`config.mk`:
```
export PLATFORM = sky130hd
export DESIGN_NAME = pt2262_encoder
export DESIGN_NICKNAME = d
export VERILOG_FILES = /design/src/rtl/pt2262_pkg.sv /design/src/rtl/pt2262_bit_wave.sv /design/src/rtl/pt2262_encoder.sv
export SDC_FILE = /design/constraint.sdc
export NUM_CORES = 1
export LEC_CHECK = 0
export ABC_AREA = 1
export CAP_MARGIN = 10
export CORE_MARGIN = 2
export CORE_UTILIZATION = 36
export CTS_BUF_LIST = sky130_fd_sc_hd__clkbuf_16
export DETAILED_ROUTE_END_ITERATION = 10
export PLACE_DENSITY = 0.63
export SKIP_CTS_REPAIR_TIMING = 1
export SLEW_MARGIN = 25
export SYNTH_ARGS = -nofsm -noshare
export SYNTH_HDL_FRONTEND = slang
export SYNTH_SLANG_ARGS = --single-unit
```
`constraint.sdc`:
```
create_clock -name clk -period 2.1 [get_ports clk]
set_input_delay 0.21 -clock clk [delete_from_list [all_inputs] [get_ports clk]]
set_output_delay 0.21 -clock clk [all_outputs]
set_load 0.01 [all_outputs]
```
`src/rtl/pt2262_pkg.sv`:
```
// PT2262 encoder constants: trit codes, waveform timing, FSM state type.
// Latency: n/a (declarations and one combinational helper only).
// Backpressure: n/a.
package pt2262_pkg;

    // Trit codes as carried in the 24-bit address/data word (2'b11 is sent as float)
    localparam logic [1:0] TRIT_0 = 2'b00;
    localparam logic [1:0] TRIT_1 = 2'b01;
    localparam logic [1:0] TRIT_F = 2'b10;

    localparam int N_TRITS     = 12;
    localparam int BIT_CYCLES  = 32;
    localparam int HALF_CYCLES = 16;
    localparam int SHORT_HI    = 4;
    localparam int LONG_HI     = 12;
    localparam int SYNC_CYCLES = 128;

    typedef enum logic {
        IDLE,
        TX
    } state_t;

    // Trit idx of word w; trit 0 is the most significant pair.
    function automatic logic [1:0] trit_at(input logic [23:0] w, input logic [3:0] idx);
        logic [1:0] t;
        t = TRIT_0;
        for (int i = 0; i < N_TRITS; i++) begin
            if (idx == 4'(i)) begin
                t = w[(2 * (N_TRITS - 1 - i)) +: 2];
            end
        end
        return t;
    endfunction

endpackage

```
`src/rtl/pt2262_bit_wave.sv`:
```
// PT2262 single-bit waveform lookup: output level for a trit (or sync) at a cycle index.
// Latency: purely combinational.
// Backpressure: none.
// Ports: trit (2b code), sync (1 = sync bit, trit ignored), cyc (7b cycle index), level (waveform level).
module pt2262_bit_wave (
    input  logic [1:0] trit,
    input  logic       sync,
    input  logic [6:0] cyc,
    output logic       level
);
    import pt2262_pkg::*;

    logic [6:0] in_half;
    logic       second_half;
    logic [6:0] hi_len;

    // Every code bit is two 16-cycle halves, each starting high; only the
    // length of the high pulse in each half depends on the trit.
    always_comb begin
        in_half     = cyc % 7'(HALF_CYCLES);
        second_half = (cyc >= 7'(HALF_CYCLES));
        hi_len      = 7'(SHORT_HI);
        if (trit == TRIT_1) begin
            hi_len = 7'(LONG_HI);
        end else if ((trit == TRIT_F || trit == 2'b11) && second_half) begin
            hi_len = 7'(LONG_HI);
        end
        if (sync) begin
            level = (cyc < 7'(SHORT_HI));
        end else begin
            level = (in_half < hi_len);
        end
    end

endmodule

```
`src/rtl/pt2262_encoder.sv`:
```
// PT2262 encoder: serialises a latched 12-trit word as 12x32-cycle code bits + 128-cycle sync, repeating.
// Latency: q shows trit 0 cycle 0 one edge after ld is first sampled low; frame period 512 cycles.
// Backpressure: none; ld high stops transmission (q=0) and latches ad. Optional `PT2262_FRAME_DONE_EN adds frame_done.
// Ports: clk, rst (sync active-high), ld (load/hold), ad (24b word, trit 0 = ad[23:22]), q (registered waveform),
//        frame_done (only with PT2262_FRAME_DONE_EN: one-cycle pulse on last sync cycle).
module pt2262_encoder (
    input  logic        clk,
    input  logic        rst,
    input  logic        ld,
    input  logic [23:0] ad,
    output logic        q
`ifdef PT2262_FRAME_DONE_EN
    ,
    output logic        frame_done
`endif
);
    import pt2262_pkg::*;

    state_t      state, state_nx;
    logic [3:0]  bit_cnt, bit_nx;
    logic [6:0]  cyc_cnt, cyc_nx;
    logic [23:0] shadow;
    logic        valid;
    logic        q_nx;
    logic        level;
    logic        is_sync;
    logic        last_sync;
    logic        last_bit_cyc;

    pt2262_bit_wave u_wave (
        .trit  (trit_at(shadow, bit_cnt)),
        .sync  (is_sync),
        .cyc   (cyc_cnt),
        .level (level)
    );

`ifdef PT2262_FRAME_DONE_EN
    logic fd_nx;
`endif

    always_ff @(posedge clk) begin
        if (rst) begin
            state   <= IDLE;
            bit_cnt <= '0;
            cyc_cnt <= '0;
            shadow  <= '0;
            valid   <= 1'b0;
            q       <= 1'b0;
`ifdef PT2262_FRAME_DONE_EN
            frame_done <= 1'b0;
`endif
        end else begin
            state   <= state_nx;
            bit_cnt <= bit_nx;
            cyc_cnt <= cyc_nx;
            q       <= q_nx;
`ifdef PT2262_FRAME_DONE_EN
            frame_done <= fd_nx;
`endif
            if (ld) begin
                shadow <= ad;
                valid  <= 1'b1;
            end
        end
    end

    // Counters point at the cycle whose level is registered into q at the
    // next edge; IDLE keeps them at 0 so the first TX edge emits trit 0, c=0.
    always_comb begin
        state_nx     = state;
        bit_nx       = bit_cnt;
        cyc_nx       = cyc_cnt;
        q_nx         = 1'b0;
        is_sync      = (bit_cnt == 4'(N_TRITS));
        last_sync    = is_sync && (cyc_cnt == 7'(SYNC_CYCLES - 1));
        last_bit_cyc = (cyc_cnt == 7'(BIT_CYCLES - 1));
`ifdef PT2262_FRAME_DONE_EN
        fd_nx        = 1'b0;
`endif
        if (ld) begin
            state_nx = IDLE;
            bit_nx   = '0;
            cyc_nx   = '0;
        end else if (state == TX || valid) begin
            state_nx = TX;
            q_nx     = level;
`ifdef PT2262_FRAME_DONE_EN
            fd_nx    = last_sync;
`endif
            if (last_sync) begin
                bit_nx = '0;
                cyc_nx = '0;
            end else if (!is_sync && last_bit_cyc) begin
                bit_nx = bit_cnt + 4'd1;
                cyc_nx = '0;
            end else begin
                cyc_nx = cyc_cnt + 7'd1;
            end
        end
    end

endmodule

```
* Yosys cells after proc, flatten, opt, wreduce, memory -nomap -nowiden
Cells that the tools add are included.
** Storage, ports and cells
- ROM bits :: 0
- Input port bits :: 27
- Register bits :: 38
- Word-level logic and storage cells :: 59
- Memories kept :: 0
- Bits in latches :: 0
- Memory bits (writable) :: 0
** Operators by class
- Multiply operators :: 0
- Bitwise operators :: 1
- Order comparisons :: 3
- Shift operators :: 0
- Eq/ne operators :: 17
- Reduce and logical (&&, ||, !) cells :: 11
- Add/sub/neg operators :: 2
- Div/mod/pow operators :: 0
- Muxes and demuxes :: 19
** Operators with widths (number)
- $mux W2 :: 12
- $mux W7 :: 3
- $eq A4 B4 Y1 const B :: 5
- $eq A4 B3 Y1 const B :: 4
- $mux W4 :: 3
- $eq A4 B2 Y1 const B :: 2
- $add A7 B1 Y7 const B :: 1
- $eq A7 B5 Y1 const B :: 1
- $eq A7 B7 Y1 const B :: 1
- $ge A7 B5 Y1 const B :: 1
- $lt A4 B7 Y1 :: 1
- $lt A7 B3 Y1 const B :: 1
- $add A4 B1 Y4 const B :: 1
- $eq A2 B2 Y1 const B :: 2
- $eq A4 B1 Y1 const B :: 1
- $logic_not A4 Y1 :: 1
- $logic_and A1 B1 Y1 :: 3
- $reduce_or A3 Y1 :: 1
- $eq A2 B1 Y1 const B :: 1
- $logic_or A1 B1 Y1 :: 2
- $reduce_and A2 Y1 :: 1
- $reduce_bool A2 Y1 :: 1
- $reduce_or A2 Y1 :: 1
- $logic_not A1 Y1 :: 1
- other kinds (2) :: 2

* Logic depth before layout (Yosys ltp)
- Depth after elaboration :: 20
- Gate-level depth with buffers :: 22

* Modules after synthesis
Synthesis repeated with hierarchy kept, for this count alone.
** Second synthesis, totals
- Cell total of the unflattened synthesis :: 294
- Area total of the unflattened synthesis :: 1949.4 um2
** Modules (own cells, without submodules)
- pt2262_encoder :: cells an instance 277, instances 1, area an instance 1870.5 um2
- pt2262_bit_wave :: cells an instance 17, instances 1, area an instance 78.8 um2

* Least setup slack after synthesis
No wires, ideal clock.
- Kind :: register -> register
- Start point :: register bit_cnt[1]
- End point :: register q
- Period minus slack after synthesis :: 2155 ps
- Path slack :: -55 ps
- Cell stages (with the launch flop) :: 23
- Library setup time :: 78 ps
- Arrival time :: 2077 ps
- Buffers on the path :: 0
- Cells stage by stage :: dfxtp_1 -> inv_1 -> ha_1 -> nor2_1 -> nand3_1 -> nand3_1 -> nand2_1 -> nand2_1 -> nand2_1 -> nand2_1 -> nand2_1 -> nand2_1 -> nand2_1 -> nand2_1 -> nand2_1 -> nand2_1 -> nand2_1 -> nand2_1 -> nand2_1 -> ha_1 -> a211oi_1 -> a31oi_1 -> nor3_1
** On the way
- Cells in the longest elaborated chain, start to end :: 20
- Elaborated cells between the ends (all ways) :: 34
** RTL lines
- start, declared :: RTL line pt2262_encoder.sv:20 : logic [3:0] bit_cnt, bit_nx;
- start signal, assigned :: RTL line pt2262_encoder.sv:54 : bit_cnt <= bit_nx;
- $logic_not A4 Y1 :: RTL line pt2262_pkg.sv:28 : if (idx == 4'(i)) begin
- $mux W2 (12 in series) :: RTL line pt2262_pkg.sv:28
- $eq A2 B2 Y1 :: RTL line pt2262_bit_wave.sv:25 : end else if ((trit == TRIT_F || trit == 2'b11) && second_half) begin
- $logic_or A1 B1 Y1 :: RTL line pt2262_bit_wave.sv:25
- $logic_and A1 B1 Y1 :: RTL line pt2262_bit_wave.sv:25
- $mux W4 :: RTL line pt2262_bit_wave.sv:25
- $mux W7 :: RTL line pt2262_bit_wave.sv:23 : if (trit == TRIT_1) begin
- $lt A4 B7 Y1 :: RTL line pt2262_bit_wave.sv:31 : level = (in_half < hi_len);
- $mux W1 (*) :: RTL line pt2262_bit_wave.sv:28 : if (sync) begin
- end signal, assigned :: RTL line pt2262_encoder.sv:56 : q <= q_nx;
- end, declared :: RTL line pt2262_encoder.sv:11 : output logic q
Mark *: on every way between the ends. The rest lies on a longest branch, timed or not.
A chain may end at the register's enable or synchronous reset.

* Worst setup path after layout
- Start point :: register bit_cnt[0]
- End point :: register q
The elaborated chain is that of the path after synthesis.

==> results.cfg <==
[critical_path]
reg2reg_from = bit_cnt[0]$_SDFFE_PP0P_
cp-startpoint = bit_cnt[0]$_SDFFE_PP0P_
path_class = flip-flop to flip-flop
critical_path.top_delay_family = simple AND/OR/NAND/NOR gates
path_depth = 22
critPathMaxFanout = 6
cp-start-kind = flip-flop
cp_cell_sequence = buf_6 -> ha_4 -> nor2_2 -> nand3_1 -> nand3_1 -> nand2_1 -> nand2_1 -> nand2_1 -> nand2_1 -> nand2_1 -> nand2_1 -> nand2_1 -> nand2_1 -> nand2_1 -> nand2_1 -> nand2_1 -> nand2_2 -> nand2_2 -> ha_4 -> a211oi_2 -> a31oi_1 -> nor3_1
rrSetupSlack_ps = -140
crit_buf_inv = 1
endpoint_kind = flip-flop
endpoint = q$_SDFF_PP0_
cpMaxStageDelayCell = dfxtp_2
cpPeakStageDelay_ps = 340
crit_top_cell = nand2_1
r2r-end = q$_SDFF_PP0_
cp.required_ps = 2300
ff2ff_path_depth = 22
arrival_ps = 2440

[synthesis]
synthFlopType = dfxtp_1
muxShareOfSynthArea_pct = 0
synth_compound_area_share_pct = 13.10
yosysSeqAreaShare_pct = 39.23
async_flop_share_pct = 0
synthesis.area_sq_um = 1939
ys_ff_latch = 38
synth_edf_count = 0
yosysUniqueCellTypes = 32
postSynthAreaPerCell_sq_um = 6.902
synth_top_family_by_area = simple AND/OR/NAND/NOR gates
synthCells = 281
synth_warnings = 0
synthAdderAreaFrac_pct = 4.516
syn_nets = 315
synth_xor_area_share_pct = 0.9032
synthSimpleGateAreaFrac_pct = 33.23

[clock_network]
root_buffer = clkbuf_16
cts_tree = yes
clkSlewWorstSetupHoldPaths_ps = 50
clk_path_buf_depth = 2
cts_made_buffers = 5
clk_latency_ps = 270
cts-htree-levels = 2
cts.sinks = 38

[detailed_routing]
routed_wl_mm = 4.332
vias = 1836
drtIter0Drc = 70
routedWlPerCell_microns = 10.97
drc = 0
ant_nets = 0
dr.pass1.iters = 4
vias_per_cell = 4.648

[cells_and_area]
syn_to_final_growth_pct = 35.35
fin_area_sq_um = 2625
drive_gt1_share_pct = 15.08
mostFrequentLayoutCell = nand2_1
mostFrequentLayoutCells = nand2_1, dfxtp_1, nor2_1
fin_nets = 358
n_antenna_cell = 0

[worst_hold_path]
min_path_type = flip-flop to flip-flop

[timing]
tns_ps = -135.2
setup_viol_count_final = 1
period_minus_slack_ps = 2235
fin_ws_ps = -135.2
drv_slew = 0
fmax_mhz = 447.4
hold_viol = 0
finalCritPeriodShare_pct = 106.4
tightest_slew_ps = 490.4
fin_skew_ps = 1.931
rsz0062_at_grt = true
slew_headroom_pct = 67.18

[floorplanning]
core-area_sq_um = 5140
initial_core_util_pct = 37.73
die_w_microns = 77.40
die_h_microns = 77.40
rows = 26
dieArea_sq_um = 5990
io_pins = 28

[placement]
io_buffers = 27
place_congestion = 0.8657
placedInstanceArea_sq_um = 2402
place_hpwl_mm = 3.139
post-place-ws_ps = -235.5

[power_and_ir_drop]
switchingPower_w = 0.0003657
power_density_nw_per_um2 = 620.0
combPwrFrac_pct = 9.9
internal_power_w = 0.001262
clkPwrFrac_pct = 43.1
seqPwrFrac_pct = 47.0
switching_share_pct = 22.47
ir_drop_mv = 0.4043
leakage_nw = 1.072

[global_routing]
grt_util_all_layers_pct = 16.28
grt_pass1_wl_mm = 7.955
overflow = 0
antenna_found_initial = 0
grt_max_degree = 31
grt_pass1_vias = 1765

[run_status]
status = complete, but fails checks
violations = setup timing

[run]
maxCapViolCount = 0
through the flow:
stage	total power [W]	utilization, %	cells	hold slack, ps
6_report	0.001627	51.07	395	462.6
5_1_grt	0.001717	51.07	395	478.9
4_1_cts	0.001645	49.42	392	463.6
3_5_place_dp	0.0009374	46.74	384	453.1
3_3_place_gp	0.0009360	46.74	384	449.4
2_1_floorplan	0.0008617	-	281	359.0
routing by layer:
layer  up-vias  routed length (microns)  global-route usage (%)
met5         -                        0                       0
met4         0                       40                   5.357
met3         6                      119                   3.837
met2        23                     1961                   25.57
met1       815                     2210                   22.03
li1        992                        -                       -
tightest hold or removal path: stages (launching register included):
cell,delay (ps)
dfxtp_1,310
nand2_1,60
a21oi_1,50
cells by family after synthesis:
kind of cell,after synthesis
buffers and inverters,44
flip-flops,38
AO/OA/AOI/OAI,43
XOR/XNOR,2
AND/OR/NAND/NOR,147
adder cells (fa/ha/maj),7
flip-flops by register name, indices dropped and copies added (netlist names):
register / flops
bit_cnt: 4
cyc_cnt: 7
q: 1
shadow: 24
state: 1
valid: 1
how the worst min path moves through the flow:
| stage | startpoint | depth (start not counted) | endpoint |
|---|---|---|---|
| detailed placement | shadow[1]$_SDFFE_PP0P_ | 2 | shadow[1]$_SDFFE_PP0P_ |
| finish | shadow[1]$_SDFFE_PP0P_ | 2 | shadow[1]$_SDFFE_PP0P_ |
| global placement | valid$_SDFFE_PP0P_ | 2 | valid$_SDFFE_PP0P_ |
| floorplan | ad[11] | 2 | shadow[11]$_SDFFE_PP0P_ |
| global route | shadow[16]$_SDFFE_PP0P_ | 2 | shadow[16]$_SDFFE_PP0P_ |
| CTS | shadow[1]$_SDFFE_PP0P_ | 2 | shadow[1]$_SDFFE_PP0P_ |
Yosys cell counts (all sizes together) (2+ instances only):
| master | count | area share [%] |
|---|---|---|
| a211oi | 9 | 3.5 |
| a21oi | 24 | 6.2 |
| buf | 2 | 0.77 |
| clkbuf | 7 | 1.4 |
| clkinv | 2 | 0.52 |
| dfxtp | 38 | 39 |
| ha | 7 | 4.5 |
| inv | 33 | 6.4 |
| nand2 | 76 | 15 |
| nand3 | 18 | 4.6 |
| nand3b | 2 | 0.77 |
| nand4 | 2 | 0.97 |
| nor2 | 35 | 7.3 |
| nor3 | 10 | 3.4 |
| nor3b | 2 | 0.77 |
| o21ai | 7 | 2.4 |
area by class of cell:
cell class	count	area (sq um)
inverters	35	133.9
well taps	70	87.58
multi-input cells	200	1081
flip-flops and latches	38	767.0
fillers	522	2515
clock inverters	3	12.51
clock buffers	5	125.1
repair buffers	44	417.9
power groups by stage:
stage                     Combinational (W)  Sequential, W  Clock (W)
after CTS                          0.000157       0.000767   0.000721
after global routing               0.000184       0.000769   0.000764
after global placement             0.000154       0.000782          0
after floorplan                   0.0000831       0.000779          0
final                              0.000160       0.000765   0.000702
after detailed placement           0.000155       0.000782          0
(Power assumes the default switching activity.)
==> patch 1 (same flow settings) <==
Change the package constant `N_TRITS` from 12 to 13.
--- a/src/rtl/pt2262_pkg.sv
+++ b/src/rtl/pt2262_pkg.sv
@@ -10,3 +10,3 @@
 
-    localparam int N_TRITS     = 12;
+    localparam int N_TRITS     = 13;
     localparam int BIT_CYCLES  = 32;
Check against the original RTL: not equivalent (Yosys sat finds a counterexample within 4 cycles, from zero or initial values and one cycle with rst high).
==> patch 1 against the original RTL <==
The run still ends with setup timing left. Hold slack worse by 3.7 ps. Critical path type unchanged. First-iteration DRC count down 30%. Setup slack worse by 130 ps. Routed wire length up 0.37%. Largest cell class unchanged. Sequential cell count unchanged. Synthesized area down 1.9%. Critical path depth unchanged. Die area down 1.8%. Global-route usage down 1.0 points. Design area down 1.6%. Total power down 2.5%. Critical endpoint unchanged.
==> patch 1: results (changes against the original RTL) <==
- Mapped Nets: 316 (+0.32%)
- Met2 WL: 2.05 mm (+4.6%)
- Leak: 1.04 nW (-3.1%)
- Grt met3 use: 0.0412 (+0.00280)
- Top cells by area, synth: dfxtp_1 (40%), nand2_1 (17%), a21oi_1 (7.6%), nor2_1 (6.5%), inv_1 (5.7%)
- Fraction of layout instances using a drive strength above 1: 0.161 (+0.0102)
- CP max stage delay: 370 ps (+30 ps)
- GRT Total Usage: 0.153 (-0.0101)
- Met3 WL: 153 µm (+29%)
- Final worst setup slack: -263 ps (-128 ps)
- DRT iter0 DRCs: 49 (-30%)
- First-pass GRT wire length: 7.44 mm (-6.5%)
- Post-synth cell types: 27 (-16%)
- DRT met1 WL: 2.10 mm (-5.2%)
- Final net count: 357 (-0.28%)
- P per Cell Area: 614 nW/µm² (-0.98%)
- Cells after Synth: 282 (+0.36%)
- Setup violators final: 1 (unchanged)
- Sequential share of the synthesized area: 0.400 (+0.00748)
- Met1 Use GR: 0.187 (-0.0332)
- Via count: 1821 (-0.82%)
- Status: finished with violations
- Hold_sp: shadow[19]
- Hpwl dp: 3.06 mm (-2.5%)
- Peak VDD IR: 0.281 mV (-30%)
- Vias in the first global route: 1740 (-1.4%)
- Setup crit start: bit_cnt[1]
- Most instantiated cells after synthesis: nand2_1 (86), dfxtp_1 (38), nor2_1 (33)
- Failing checks: setup timing
## patch 1: power by group
part	internal (W)	switching (W)	leakage, nW	total, W
registers	0.000750	0.0000154	0.314	0.000765
clock network	0.000424	0.000263	0.0685	0.000687
logic	0.0000721	0.0000618	0.657	0.000134
## patch 1: cell type report
class / instances / share of cell area
Multi-Input combinational cell: 203 / 0.418
Sequential cell: 38 / 0.298
Timing Repair Buffer: 42 / 0.148
Inverter: 33 / 0.0508
Clock buffer: 5 / 0.0484
Tap cell: 70 / 0.0339
Clock inverter: 2 / 0.00291
## patch 1: cell families after synthesis
kind of cell,share of synthesized area
AOI/OAI and AO/OA,0.118
and+or+nand+nor,0.341
DFF,0.400
adders and majority gates,0.0460
xor gates and xnor gates,0.0138
buffers and inverters,0.0809
## patch 1: stage by stage
stage | setup slack, ps | power [W]
after floorplan | -92.6 | 0.000839
after global placement | -241 | 0.000914
after detailed placement | -266 | 0.000915
after CTS | -326 | 0.00160
after global routing | -453 | 0.00165
final | -263 | 0.00159
==> patch 2 (same settings) <==
Made on the original files. Make the reset (`rst`) asynchronous in one clocked block.
--- a/src/rtl/pt2262_encoder.sv
+++ b/src/rtl/pt2262_encoder.sv
@@ -40,3 +40,3 @@
 
-    always_ff @(posedge clk) begin
+    always_ff @(posedge clk or posedge rst) begin
         if (rst) begin
Check against the original RTL: differs if rst is asserted again (counterexample within 4 cycles, from zero or initial values and one cycle with rst high); with rst held inactive, the same outputs for 10 cycles.
==> patch 2 against the original RTL <==
Die area increased by 4.6%. Synthesized cell count down 2.8%. Maximum frequency down 7.0%. Critical path depth unchanged. Routed wire length increased by 3.3%. Sequential cell count is the same. Clock skew grew 1.6 ps. Setup slack worse by 170 ps. First-iteration DRC count shrank 21%. Synthesized area rose by 4.8%. Design area up 4.4%. The flow still finishes with violations (setup timing).
Power is not compared: it rests on default switching activity, and its combinational part moved more than twofold at a synthesized area within 25%.
==> patch 2: results (changes against the original RTL) <==
- HP Class: in2async
- Placer Congestion: 0.827 (-4.5%)
- Non-clock buffer share: 0.141 (-0.0182)
- Top Registers: shadow: 24 flops, cyc_cnt: 7 flops, bit_cnt: 4 flops
- ClkCell Share: 0.0602 (+0.00782)
- Max FO, Critical Path: 5 (-1)
- YS warnings: 0 (unchanged)
- R2r worst-path depth: 22 (unchanged)
- Vias/cell: 4.58 (-1.5%)
- Area of the multi-input gates: 1010 µm² (-6.6%)
- Fraction of registers with async set or reset after synthesis: 1.00 (+1.00)
- Setup violators final: 1 (unchanged)
- GRT Total Usage: 0.158 (-0.00498)
- Seq/total area: 0.348 (+0.0556)
- Cell Area, Placed: 2460 µm² (+2.5%)
- DRT iter0 DRCs: 55 (-21%)
- Hpwl dp: 3.13 mm (-0.42%)
- Antenna Nets Post-Route: 0 (unchanged)
- Largest net degree at the start of global routing: 39 (+26%)
- Failing checks: setup timing
- Sequential share of the synthesized area: 0.468 (+0.0754)
- Peak VDD IR: 0.327 mV
- Mapped Nets: 307 (-2.5%)
- First-pass GRT wire length: 7.67 mm (-3.6%)
- Clock slew at reported path FFs: 60 ps
- Worst slack, placed: -262 ps (-26.6 ps)
- Flop and latch count out of synthesis: 38 (unchanged)
- Met2 WL: 1.94 mm (-1.1%)
- Vias in the first global route: 1646 (-6.7%)
- Reg-to-reg endpoint: q
- Status: finished with violations
- Worst R2R Start: bit_cnt[0]
- Clock buffers: 5 (unchanged)
- Root buffer cell: clkbuf_16
- Filler instances: 559 (+7.1%)
- Skew final: 3.54 ps (+1.61 ps)
- Initial antenna violation count: 0 (unchanged)
- Met3 WL: 212 µm (+78%)
- Post-synth cell types: 26 (-19%)
- DRT met1 WL: 2.27 mm (+2.5%)
- Top cells by area, synth: dfrtp_1 (47%), nand2_1 (18%), inv_1 (5.7%), nand3_1 (5.2%), o21ai_0 (5.2%)
- CP max stage delay: 450 ps (+110 ps)
- Final worst setup slack: -305 ps (-169 ps)
- Slowest-stage cell, CP: dfrtp_2
- Post-Syn Area: 2030 µm² (+4.8%)
- Final net count: 350 (-2.2%)
- Top_reg_cell synth: dfrtp_1
- Leak: 1.34 nW
- Multi-input gate count: 194 (-3.0%)
- Fin area: 2740 µm² (+4.4%)
- Worst hold slack: 352 ps (-110 ps)
- Port Buf Inserts: 27 (unchanged)
- Non-clock buffer count: 42 (-4.5%)
- CTS max path bufs: 2 (unchanged)
- Relative slew slack: 0.678 (+0.00657)
- Routed length per instance: 11.5 µm (+4.9%)
- Most instantiated cells after synthesis: nand2_1 (96), dfrtp_1 (38), inv_1 (31)
- Fraction of layout instances using a drive strength above 1: 0.174 (+0.0227)
## patch 2: cell count changes in the layout (fill, tap and decap cells not counted), moves of 3 or more
cell	change
nor2_1	-12
nor3_1	-6
a21oi_1	-17
dfxtp_1	-35
dfrtp_1	+36
nand2_2	+3
nand3_2	+3
inv_1	-3
a211oi_1	-8
nand2_1	+20
o21ai_0	+15
## patch 2: cells by family after synthesis
kind of cell,after synthesis,share of synthesized area
AO/OA/AOI/OAI,30,0.0751
XOR/XNOR,1,0.00431
adder cells (fa/ha/maj),7,0.0431
buffers and inverters,41,0.0800
flip-flops,38,0.468
AND/OR/NAND/NOR,156,0.330
## patch 2: tightest hold or removal path: stages
cell,delay [ps]
clkdlybuf4s50_1,390
inv_1,50
buf_4,410
## patch 2: metal layers
| layer | GRT usage | vias to the layer above |
|---|---|---|
| li1 | - | 942 |
| met2 | 0.227 | 34 |
| met3 | 0.0443 | 5 |
| met4 | 0.0569 | 0 |
| met1 | 0.226 | 800 |
| met5 | 0 | - |
## patch 2: stage by stage
step / std cells / setup TNS (ps) / power, W
6_report: 389 / -305 / 0.00204
5_1_grt: 389 / -500 / 0.00215
4_1_cts: 385 / -286 / 0.00200
3_5_place_dp: 377 / -262 / 0.00116
3_3_place_gp: 377 / -152 / 0.00115
2_1_floorplan: 273 / -33.0 / 0.00103
## patch 2: report_power, final
part	internal (W)	switching, W
Combinational	0.000177	0.000194
Sequential	0.000788	0.0000390
Clock	0.000555	0.000282
## patch 2: worst max-delay path by stage
stage,depth (start not counted),startpoint,endpoint
after floorplan,23,bit_cnt[0],q
after CTS,21,bit_cnt[1],q
after global placement,23,bit_cnt[1],q
after global routing,22,bit_cnt[0],q
final,22,bit_cnt[0],q
after detailed placement,21,bit_cnt[1],q
